===== src/rtl/mem_read_arbiter.sv =====
// mem_read_arbiter: shares one 16-bit memory read port between fetch and load.
// Load has fixed priority over fetch. An ordered tag FIFO tracks reads in flight and routes
// each returning word to its owner. A fetch flush discards fetch reads still in flight.
// Optional feature: define ARB_STARVE_LIMIT_EN to force a fetch grant after STARVE_MAX
// consecutive fetch denials caused by load grants.
module mem_read_arbiter #(
    parameter int MAX_OUT    = 4,
    parameter int STARVE_MAX = 3
) (
    input  logic        clk,
    input  logic        reset,
    input  logic        f_req,
    input  logic [15:0] f_addr,
    output logic        f_grant,
    output logic        f_rvalid,
    output logic [15:0] f_rdata,
    input  logic        f_flush,
    input  logic        l_req,
    input  logic [15:0] l_addr,
    output logic        l_grant,
    output logic        l_rvalid,
    output logic [15:0] l_rdata,
    output logic        mem_re,
    output logic [15:0] mem_raddr,
    input  logic        mem_ready,
    input  logic [15:0] mem_data_out
);
    localparam int AW = $clog2(MAX_OUT);
    localparam logic [AW:0] FULL = (AW+1)'(MAX_OUT);

    logic          own_l_q [MAX_OUT];
    logic          kill_q  [MAX_OUT];
    logic [AW-1:0] rd_q, rd_d, wr_q, wr_d;
    logic [AW:0]   occ_q, occ_d;
    logic          slot_ok, force_f, push, pop, head_l, head_kill;

    if (MAX_OUT < 2 || MAX_OUT > 16 || (MAX_OUT & (MAX_OUT - 1)) != 0 || STARVE_MAX < 1) begin : g_bad_param
        $error("mem_read_arbiter: MAX_OUT must be a power of 2 in 2..16 and STARVE_MAX >= 1");
    end

`ifdef ARB_STARVE_LIMIT_EN
    localparam int SW = $clog2(STARVE_MAX + 1);
    localparam logic [SW-1:0] SMAX = SW'(STARVE_MAX);
    logic [SW-1:0] starve_q, starve_d;

    assign force_f = (starve_q == SMAX) && f_req;

    // Count fetch denials caused by load grants; clears when fetch is granted or idle, saturates.
    always_comb begin
        starve_d = (!f_req || f_grant) ? '0 : (l_grant && starve_q != SMAX) ? starve_q + 1'b1 : starve_q;
    end

    // Starvation counter register.
    always_ff @(posedge clk) begin
        starve_q <= reset ? '0 : starve_d;
    end
`else
    assign force_f = 1'b0;
`endif

    // Same-cycle grant arbitration and zero-latency routing of the returning word by head tag.
    always_comb begin
        slot_ok   = (occ_q < FULL) || mem_ready;
        l_grant   = !reset && l_req && slot_ok && !force_f;
        f_grant   = !reset && f_req && slot_ok && !l_grant;
        push      = l_grant || f_grant;
        mem_re    = push;
        mem_raddr = l_grant ? l_addr : f_addr;
        pop       = !reset && mem_ready && (occ_q != '0);
        head_l    = own_l_q[rd_q];
        head_kill = kill_q[rd_q];
        l_rvalid  = pop && head_l;
        f_rvalid  = pop && !head_l && !head_kill && !f_flush;
        l_rdata   = mem_data_out;
        f_rdata   = mem_data_out;
        rd_d      = rd_q + AW'(pop);
        wr_d      = wr_q + AW'(push);
        occ_d     = occ_q + (AW+1)'(push) - (AW+1)'(pop);
    end

    // Tag FIFO; a flush kills every fetch entry, and the entry written this cycle is set last so
    // a fetch pushed during the flush is killed too.
    always_ff @(posedge clk) begin
        if (reset) begin
            rd_q  <= '0;
            wr_q  <= '0;
            occ_q <= '0;
        end else begin
            rd_q  <= rd_d;
            wr_q  <= wr_d;
            occ_q <= occ_d;
            for (int i = 0; i < MAX_OUT; i++)
                if (f_flush && !own_l_q[i]) kill_q[i] <= 1'b1;
            if (push) begin
                own_l_q[wr_q] <= l_grant;
                kill_q[wr_q]  <= f_flush && f_grant;
            end
        end
    end

    // Memory may only return a word while a read is in flight.
    assert property (@(posedge clk) disable iff (reset) mem_ready |-> occ_q != '0)
        else $error("mem_read_arbiter: mem_ready with empty tag FIFO");
endmodule


===== config.mk =====
export PLATFORM = sky130hd
export DESIGN_NAME = mem_read_arbiter
export DESIGN_NICKNAME = d
export VERILOG_FILES = /design/src/rtl/mem_read_arbiter.sv
export SDC_FILE = /design/constraint.sdc
export NUM_CORES = 1
export LEC_CHECK = 0
export ABC_AREA = 1
export BUFFER_PORTS_ARGS = -buffer_cell sky130_fd_sc_hd__buf_2
export CAP_MARGIN = 25
export CORE_MARGIN = 2
export CORE_UTILIZATION = 42
export DETAILED_ROUTE_END_ITERATION = 6
export HOLD_SLACK_MARGIN = 0.1
export PLACE_DENSITY_LB_ADDON = 0.08
export SETUP_SLACK_MARGIN = 0.05
export SYNTH_ARGS = -nofsm -noshare
export SYNTH_HDL_FRONTEND = slang
export SYNTH_SLANG_ARGS = --single-unit
export TNS_END_PERCENT = 100

===== constraint.sdc =====
create_clock -name clk -period 2.85 [get_ports clk]
set_input_delay 0.1425 -clock clk [delete_from_list [all_inputs] [get_ports clk]]
set_output_delay 0.1425 -clock clk [all_outputs]
set_load 0.01 [all_outputs]

==> results.md, run 1 <==
- Status: finished, final reports clean
- Final Wtd Congestion: around 0.77
- RSZ-0062 raised after global routing: no
- Vias per std cell: 4.51
- Worst flop-to-flop path startpoint: occ_q[2]
- Post-CTS setup buffer count: 0
- Placed Instance Area: ~0.0013 sq mm
- Placed insts: 251
- IO Pins: 107
- CP max FO: 22
- Syn Inst Count: 196
- Final wirelength: approximately 2500 microns
- Final hold vios: 0
- Tightest Pin Transition: approximately 0.25 ns
- Tmin final: between 1.5 and 2 ns
- Top layer in use: met4
- GR Overflow Total: 0
- Clk_skew: ~0.017 ns
- Setup TNS: 0 ns
- Chip width: 59.3 microns
- YS warnings: 0
- Worst slew margin: 83.2%
- Layout Cells excl Fill: between 200 and 300
- Flops & latches, synth: 15
- Vias in the first global route: 1085
- Detailed router's first-iteration violation count: 32
- Post-CTS sizing: 0
- CTS clk-pin slew, worst paths: 0.10 ns
- Mapped Area: between 0.001 and 0.0015 sq mm
- Setup Viol. Count Final: 0
- Synth top area cells: nand2_1, buf_4, dfxtp_1
- DRT antenna net count: 0
- Multi-input gate area: 571 sq um
- R2R depth: 10
- Register area share after synthesis: about a quarter
- I/O Buffers: 58
- Pint: 0.000440 W
- CP max-delay cell: fa_1
- Clock share of power: around 17%
- HPWL after DPL: about 2200 microns
- Share of layout cells above drive strength 1: 30.6%
- Most frequent cell on the critical path: nand2_1
- CP max stage delay: 0.36 ns
- Number of max-cap violations: 0
- Met3 Wirelength: 166 microns
- Hold crit path type: in -> reg
- Gate power share: 41.1%
- Met2 wire length: between 1000 and 1500 microns
- End of the critical path: occ_q[2]
- Switching Fraction: 38.0%
- Antenna Cells: 0
- Max Clk Rate: 0.538 GHz
- Hold buffers post-CTS: 0
- Global-route wire length before repair: 4340 microns
- Area leader, netlist: nand2_1
- Number of antenna violations at the first check in global routing: 0
- Synth top area share: 23.7%
- Fill cell count: 327
- Total global routing track utilization: 16.0%
- Drt drc: 0
- Total leakage power: roughly 0.84 nW
- Root buf cell: clkbuf_4
- Avg WL per Cell: between 9 and 10 microns
- CORE AREA: 0.00298 sq mm
- Largest net degree at the start of global routing: 23
- Peak supply drop: 0.137 mV
- Area Growth Syn to Fin: 6.04%
- Clock Path Buffers: 2
- Die Ht: 59.3 microns
- Final-stage net count: 280
- Reg-to-reg endpoint: occ_q[2]
- CP Data Required Time: 3.05 ns
- CTS Buf Count: 3
- CTS tree: yes
- Sequential share of power: a little over two fifths
- H-tree level count: 1
- Worst R2R Setup Slack: between 0.9 and 1 ns
- Syn nets: 253
- Post-Syn Area per Cell: 6.55 sq um
- Total number of vias: 1150
- Clk_lat worst skew: 0.29 ns
- Switch Pwr: approximately 0.00027 W
- Synth unique cells: 22
- Final Max Slew Viols: 0
- Power per cell area: 521 mW/mm^2
- CP arrival: 2.06 ns
- Crit start category: flop
- Crit end category: flop
- # clock sinks: 15
- Post-route cell area: 0.00136 sq mm
- Crit path cell chain: nand2_1 > nand2_4 > nand2_2 > ha_1 > inv_1 > fa_1 > xor2_1 > nand2_1 > nand2_1 > nor2_1
- Period utilization: 65.2%
- Initial Util: 43.1%
- DR pass1 iterations: 3
- Metal1 wirelength: 989 microns
- Reg area: 340 sq um
- Num rows: 20
- Die area: 0.00351 sq mm
- Kind of critical path: reg -> reg
- Crit. Startpoint: occ_q[2]
==> worst min-delay path by stage <==
stage	to	cells past startpoint	from	slack, ns
3_5_place_dp	l_rdata[2]	0	mem_data_out[2]	0.29
3_3_place_gp	l_rdata[2]	0	mem_data_out[2]	0.29
4_1_cts	occ_q[1]	2	reset	0.14
6_report	wr_q[0]	2	reset	0.15
2_1_floorplan	kill_q[0]	2	f_flush	0.30
5_1_grt	wr_q[0]	2	reset	0.16
==> layout make-up <==
| cell class | instances | share of cell area [%] |
|---|---|---|
| Timing Repair Buffer | 58 | 21.3 |
| Inverter | 23 | 6.71 |
| Clock inverter | 1 | 0.368 |
| Clock buffer | 3 | 1.65 |
| Multi-Input combinational cell | 122 | 41.9 |
| Sequential cell | 15 | 25.0 |
| Tap cell | 33 | 3.03 |
==> power groups by stage <==
stage	clock network [W]	logic (W)	registers (W)
floorplan	0	0.000259	0.000294
global placement	0	0.000291	0.000302
CTS	0.000126	0.000297	0.000297
finish	0.000121	0.000291	0.000297
detailed placement	0	0.000295	0.000303
global route	0.000137	0.000344	0.000306
==> state kept, by name, indices dropped and copies added, names as in the netlist <==
name,count
kill_q,4
wr_q,2
occ_q,3
own_l_q,4
rd_q,2
==> layer usage <==
| layer | vias to the layer above | track usage [%] |
|---|---|---|
| met5 | - | 0 |
| met4 | 0 | 9.74 |
| met3 | 15 | 3.28 |
| met2 | 40 | 27.6 |
| met1 | 482 | 17.8 |
| li1 | 613 | - |
==> through the flow <==
step	total power (W)	util [%]	hold slack [ns]	worst slack [ns]
after floorplan	0.000553	-	0.303	1.19
after global placement	0.000593	44.8	0.285	1.06
after detailed placement	0.000598	44.8	0.285	0.966
after CTS	0.000721	45.7	0.143	0.953
after global routing	0.000787	45.7	0.156	0.801
final	0.000709	45.7	0.152	0.992
==> layout by cell type (no fill, tap or decap) <==
| master | Yosys | layout |
|---|---|---|
| clkinv_2 | 0 | 1 |
| edfxtp_1 | 4 | 4 |
| o21ai_0 | 1 | 1 |
| clkbuf_4 | 0 | 3 |
| inv_2 | 1 | 1 |
| fa_1 | 1 | 1 |
| dfxtp_1 | 11 | 11 |
| nand4_1 | 5 | 5 |
| xor2_1 | 1 | 1 |
| nand2_2 | 1 | 1 |
| ha_1 | 2 | 2 |
| nor2_1 | 14 | 14 |
| inv_6 | 1 | 1 |
| o21bai_1 | 4 | 4 |
| o211ai_1 | 2 | 2 |
| inv_1 | 21 | 21 |
| buf_2 | 0 | 58 |
| nand3_1 | 4 | 4 |
| xnor2_1 | 1 | 1 |
| nand2_1 | 81 | 81 |
| nor2_4 | 2 | 2 |
| a21oi_1 | 2 | 2 |
| nand2_4 | 1 | 1 |
==> worst max-delay path, delay by kind of cell (launching register included) <==
family	cells	cell delay [ns]
flip-flops	1	0.35
AND/OR/NAND/NOR	6	0.66
buffers and inverters	1	0.05
XOR/XNOR	1	0.19
adder cells (fa/ha/maj)	2	0.52
==> cell usage after synthesis (all sizes together) <==
library cell / count
nand2: 83
buf: 36
inv: 23
nor2: 16
dfxtp: 11
nand4: 5
edfxtp: 4
nand3: 4
o21bai: 4
a21oi: 2
ha: 2
o211ai: 2
fa: 1
o21ai: 1
xnor2: 1
xor2: 1
==> cell families (layout without fill, tap and decap cells) <==
| kind of cell | Yosys count | count (layout) | share of synthesized area [%] |
|---|---|---|---|
| AND/OR/NAND/NOR | 108 | 108 | 34.9 |
| flip-flops | 15 | 15 | 26.5 |
| AO/OA/AOI/OAI | 9 | 9 | 4.68 |
| XOR/XNOR | 2 | 2 | 1.36 |
| buffers and inverters | 59 | 85 | 29.0 |
| adder cells (fa/ha/maj) | 3 | 3 | 3.51 |
Note: power is estimated with default switching activity, not from simulation.
==> inputs of run 2 (changes only) <==
CORE_UTILIZATION = 39   (was 42)
clock period = 1.9 ns   (was 2.85 ns; I/O delays follow)
==> run 2 against run 1 <==
Net effect:
- first-iteration DRC count grew 16%
- cell area rose by 5.1%
- die area grew 7.2%
- clock skew decreased by 0.011 ns
- register-to-register slack got worse by 0.79 ns
- clock-buffer cell count rose by 1
- sequential share of layout area down 0.87 points
- worst hold slack lost 0.042 ns
- combinational power grew 75%
- maximum frequency increased by 9.2%
- critical endpoint unchanged
==> results.md, run 2 (synthesis gave the netlist of run 1 again) <==
- Reg-to-reg endpoint: occ_q[2] (unchanged)
- CTS Buf Count: 3 (unchanged)
- Final Wtd Congestion: 0.808 (was 0.766)
- # clock sinks: 15 (unchanged)
- Final Max Slew Viols: 0 (unchanged)
- Initial Util: 41.4% (was 43.1%)
- Worst flop-to-flop path startpoint: occ_q[2] (unchanged)
- CP max stage delay: 0.36 ns (about the same)
- Vias in the first global route: 969 (was 1085)
- CORE AREA: 0.00310 sq mm (was 0.00298 sq mm)
- Most frequent cell on the critical path: nand2_1 (unchanged)
- Tmin final: 1.70 ns (was 1.86 ns)
- Most common cell after layout, fill and taps aside: nand2_1 (unchanged)
- Hold crit path type: in -> reg (unchanged)
- Fin worst setup slack: 0.198 ns (was 0.992 ns)
- Die Ht: 61.4 microns (was 59.3 microns)
- Final hold vios: 0 (unchanged)
- Global-route wire length before repair: 4000 microns (was 4340 microns)
- Root buf cell: clkbuf_4 (unchanged)
- CTS clk-pin slew, worst paths: 0.09 ns (was 0.10 ns)
- Power, Total: 0.00114 W (was 0.000709 W)
- Worst hold path startpoint: reset (unchanged)
- Pint: 0.000721 W (was 0.000440 W)
- CP max FO: 3 (was 22)
- Hold buffers post-CTS: 0 (unchanged)
- Setup Viol. Count Final: 0 (unchanged)
- Final wirelength: 2570 microns (was 2540 microns)
- Worst slew margin: 84.7% (was 83.2%)
- Power per cell area: 797 mW/mm^2 (was 521 mW/mm^2)
- Placed Instance Area: 0.00136 sq mm (was 0.00133 sq mm)
- Number of antenna violations at the first check in global routing: 0 (unchanged)
- Period utilization: 89.6% (was 65.2%)
- Switching Fraction: 36.8% (was 38.0%)
- Clock Path Buffers: 2 (unchanged)
- Number of max-cap violations: 0 (unchanged)
- Chip width: 61.4 microns (was 59.3 microns)
- Final-stage net count: 285 (was 280)
- Max Clk Rate: 0.588 GHz (was 0.538 GHz)
- Gate power share: 44.8% (was 41.1%)
- Switch Pwr: 0.000420 W (was 0.000270 W)
- Fin util: 46.1% (was 45.7%)
- Clk_skew: 0.00620 ns (was 0.0174 ns)
- Clk_lat worst skew: 0.28 ns (was 0.29 ns)
- Crit start category: flop (unchanged)
- Crit path cell chain: nor2_1 > nand2_1 > nand3_1 > o21ai_1 > ha_2 > inv_1 > fa_2 > xor2_1 > nand2_1 > nand2_1 > nor2_1 (was nand2_1 > nand2_4 > nand2_2 > ha_1 > inv_1 > fa_1 > xor2_1 > nand2_1 > nand2_1 > nor2_1)
- Hold Crit Endpoint: occ_q[1] (was wr_q[0])
- Setup TNS: 0 ns (unchanged)
- Avg WL per Cell: 9.47 microns (was 9.97 microns)
- Drt drc: 0 (unchanged)
- CTS tree: yes (unchanged)
- Detailed router's first-iteration violation count: 37 (was 32)
- Clock share of power: 15.9% (was 17.1%)
- Share of layout cells above drive strength 1: 34.4% (was 30.6%)
- Total global routing track utilization: 14.0% (was 16.0%)
- Vias per std cell: 4.33 (was 4.51)
- Sequential share of power: 39.4% (was 41.9%)
- Worst R2R Setup Slack: 0.20 ns (was 0.99 ns)
- Largest net degree at the start of global routing: 22 (was 23)
- Tightest Pin Transition: 0.230 ns (was 0.252 ns)
- CP max-delay cell: dfxtp_2 (was fa_1)
- Antenna Cells: 0 (unchanged)
- CP Data Required Time: 2.08 ns (was 3.05 ns)
- DRT antenna net count: 0 (unchanged)
- I/O Buffers: 58 (unchanged)
- Crit end category: flop (unchanged)
- IO Pins: 107 (unchanged)
- HPWL after DPL: 2120 microns (was 2170 microns)
- Kind of critical path: reg -> reg (unchanged)
- DR pass1 iterations: 4 (was 3)
- Peak supply drop: 0.239 mV (was 0.137 mV)
- Area Growth Syn to Fin: 11.5% (was 6.04%)
- Status: finished, final reports clean (unchanged)
- RSZ-0062 raised after global routing: no (unchanged)
- Die area: 0.00377 sq mm (was 0.00351 sq mm)
- Worst hold stages: 2 (unchanged)
- Worst slack at placement: 0.0926 ns (was 0.966 ns)
- Total leakage power: 0.865 nW (was 0.841 nW)
- Num rows: 20 (unchanged)
- Regs by FF count: kill_q x4, own_l_q x4, occ_q x3 (unchanged)
- Total number of vias: 1174 (was 1150)
- H-tree level count: 1 (unchanged)
- CP arrival: 1.88 ns (was 2.06 ns)
- R2R depth: 11 (was 10)
- Most frequent cells in the layout: nand2_1, buf_2, inv_1 (unchanged)
- Post-route cell area: 0.00143 sq mm (was 0.00136 sq mm)
- GR Overflow Total: 0 (unchanged)
run 2: layout make-up:
| class | instances | area (sq um) |
|---|---|---|
| fillers | 353 | 1670 |
| multi-input cells | 122 | 586 |
| flip-flops and latches | 15 | 345 |
| repair buffers | 63 | 328 |
| inverters | 23 | 91.3 |
| well taps | 44 | 55.1 |
| clock buffers | 4 | 26.3 |
run 2: worst max path at each step:
stage | from | cells past startpoint | slack, ns | endpoint
6_report | occ_q[2] | 11 | 0.20 | occ_q[2]
5_1_grt | occ_q[0] | 11 | 0.08 | occ_q[2]
4_1_cts | occ_q[1] | 11 | 0.07 | occ_q[2]
3_5_place_dp | occ_q[1] | 11 | 0.09 | occ_q[2]
3_3_place_gp | occ_q[1] | 11 | 0.18 | occ_q[2]
2_1_floorplan | occ_q[1] | 11 | 0.24 | occ_q[2]
run 2: repair_timing:
action                                  CTS  global route
gates resized for setup                   0             9
endpoints found under the setup margin    0             1
setup buffers                             0             4
run 2: critical path, delay by kind of cell, from the launching register on:
family / cells / cell delay [ns]
adders and majority gates: 2 / 0.50
and+or+nand+nor: 6 / 0.41
DFF: 1 / 0.36
xor gates and xnor gates: 1 / 0.19
AOI/OAI and AO/OA: 1 / 0.10
buffers and inverters: 1 / 0.04
run 2: metal layers:
metal | global-route usage [%] | vias to the layer above | wire length (microns)
li1 | - | 626 | -
met1 | 16.0 | 494 | 989
met2 | 24.3 | 37 | 1320
met3 | 2.52 | 17 | 165
met4 | 8.21 | 0 | 95
met5 | 0 | - | 0
run 2: power by group through the flow:
stage,clock network [W],logic (W),registers (W)
global placement,0,0.000433,0.000452
finish,0.000181,0.000510,0.000449
CTS,0.000186,0.000446,0.000448
detailed placement,0,0.000443,0.000455
floorplan,0,0.000389,0.000441
global route,0.000200,0.000584,0.000457
run 2: stage by stage:
step	std cells	hold slack, ns
2_1_floorplan	196	0.238
3_3_place_gp	263	0.190
3_5_place_dp	263	0.190
4_1_cts	267	0.110
5_1_grt	271	0.121
6_report	271	0.110
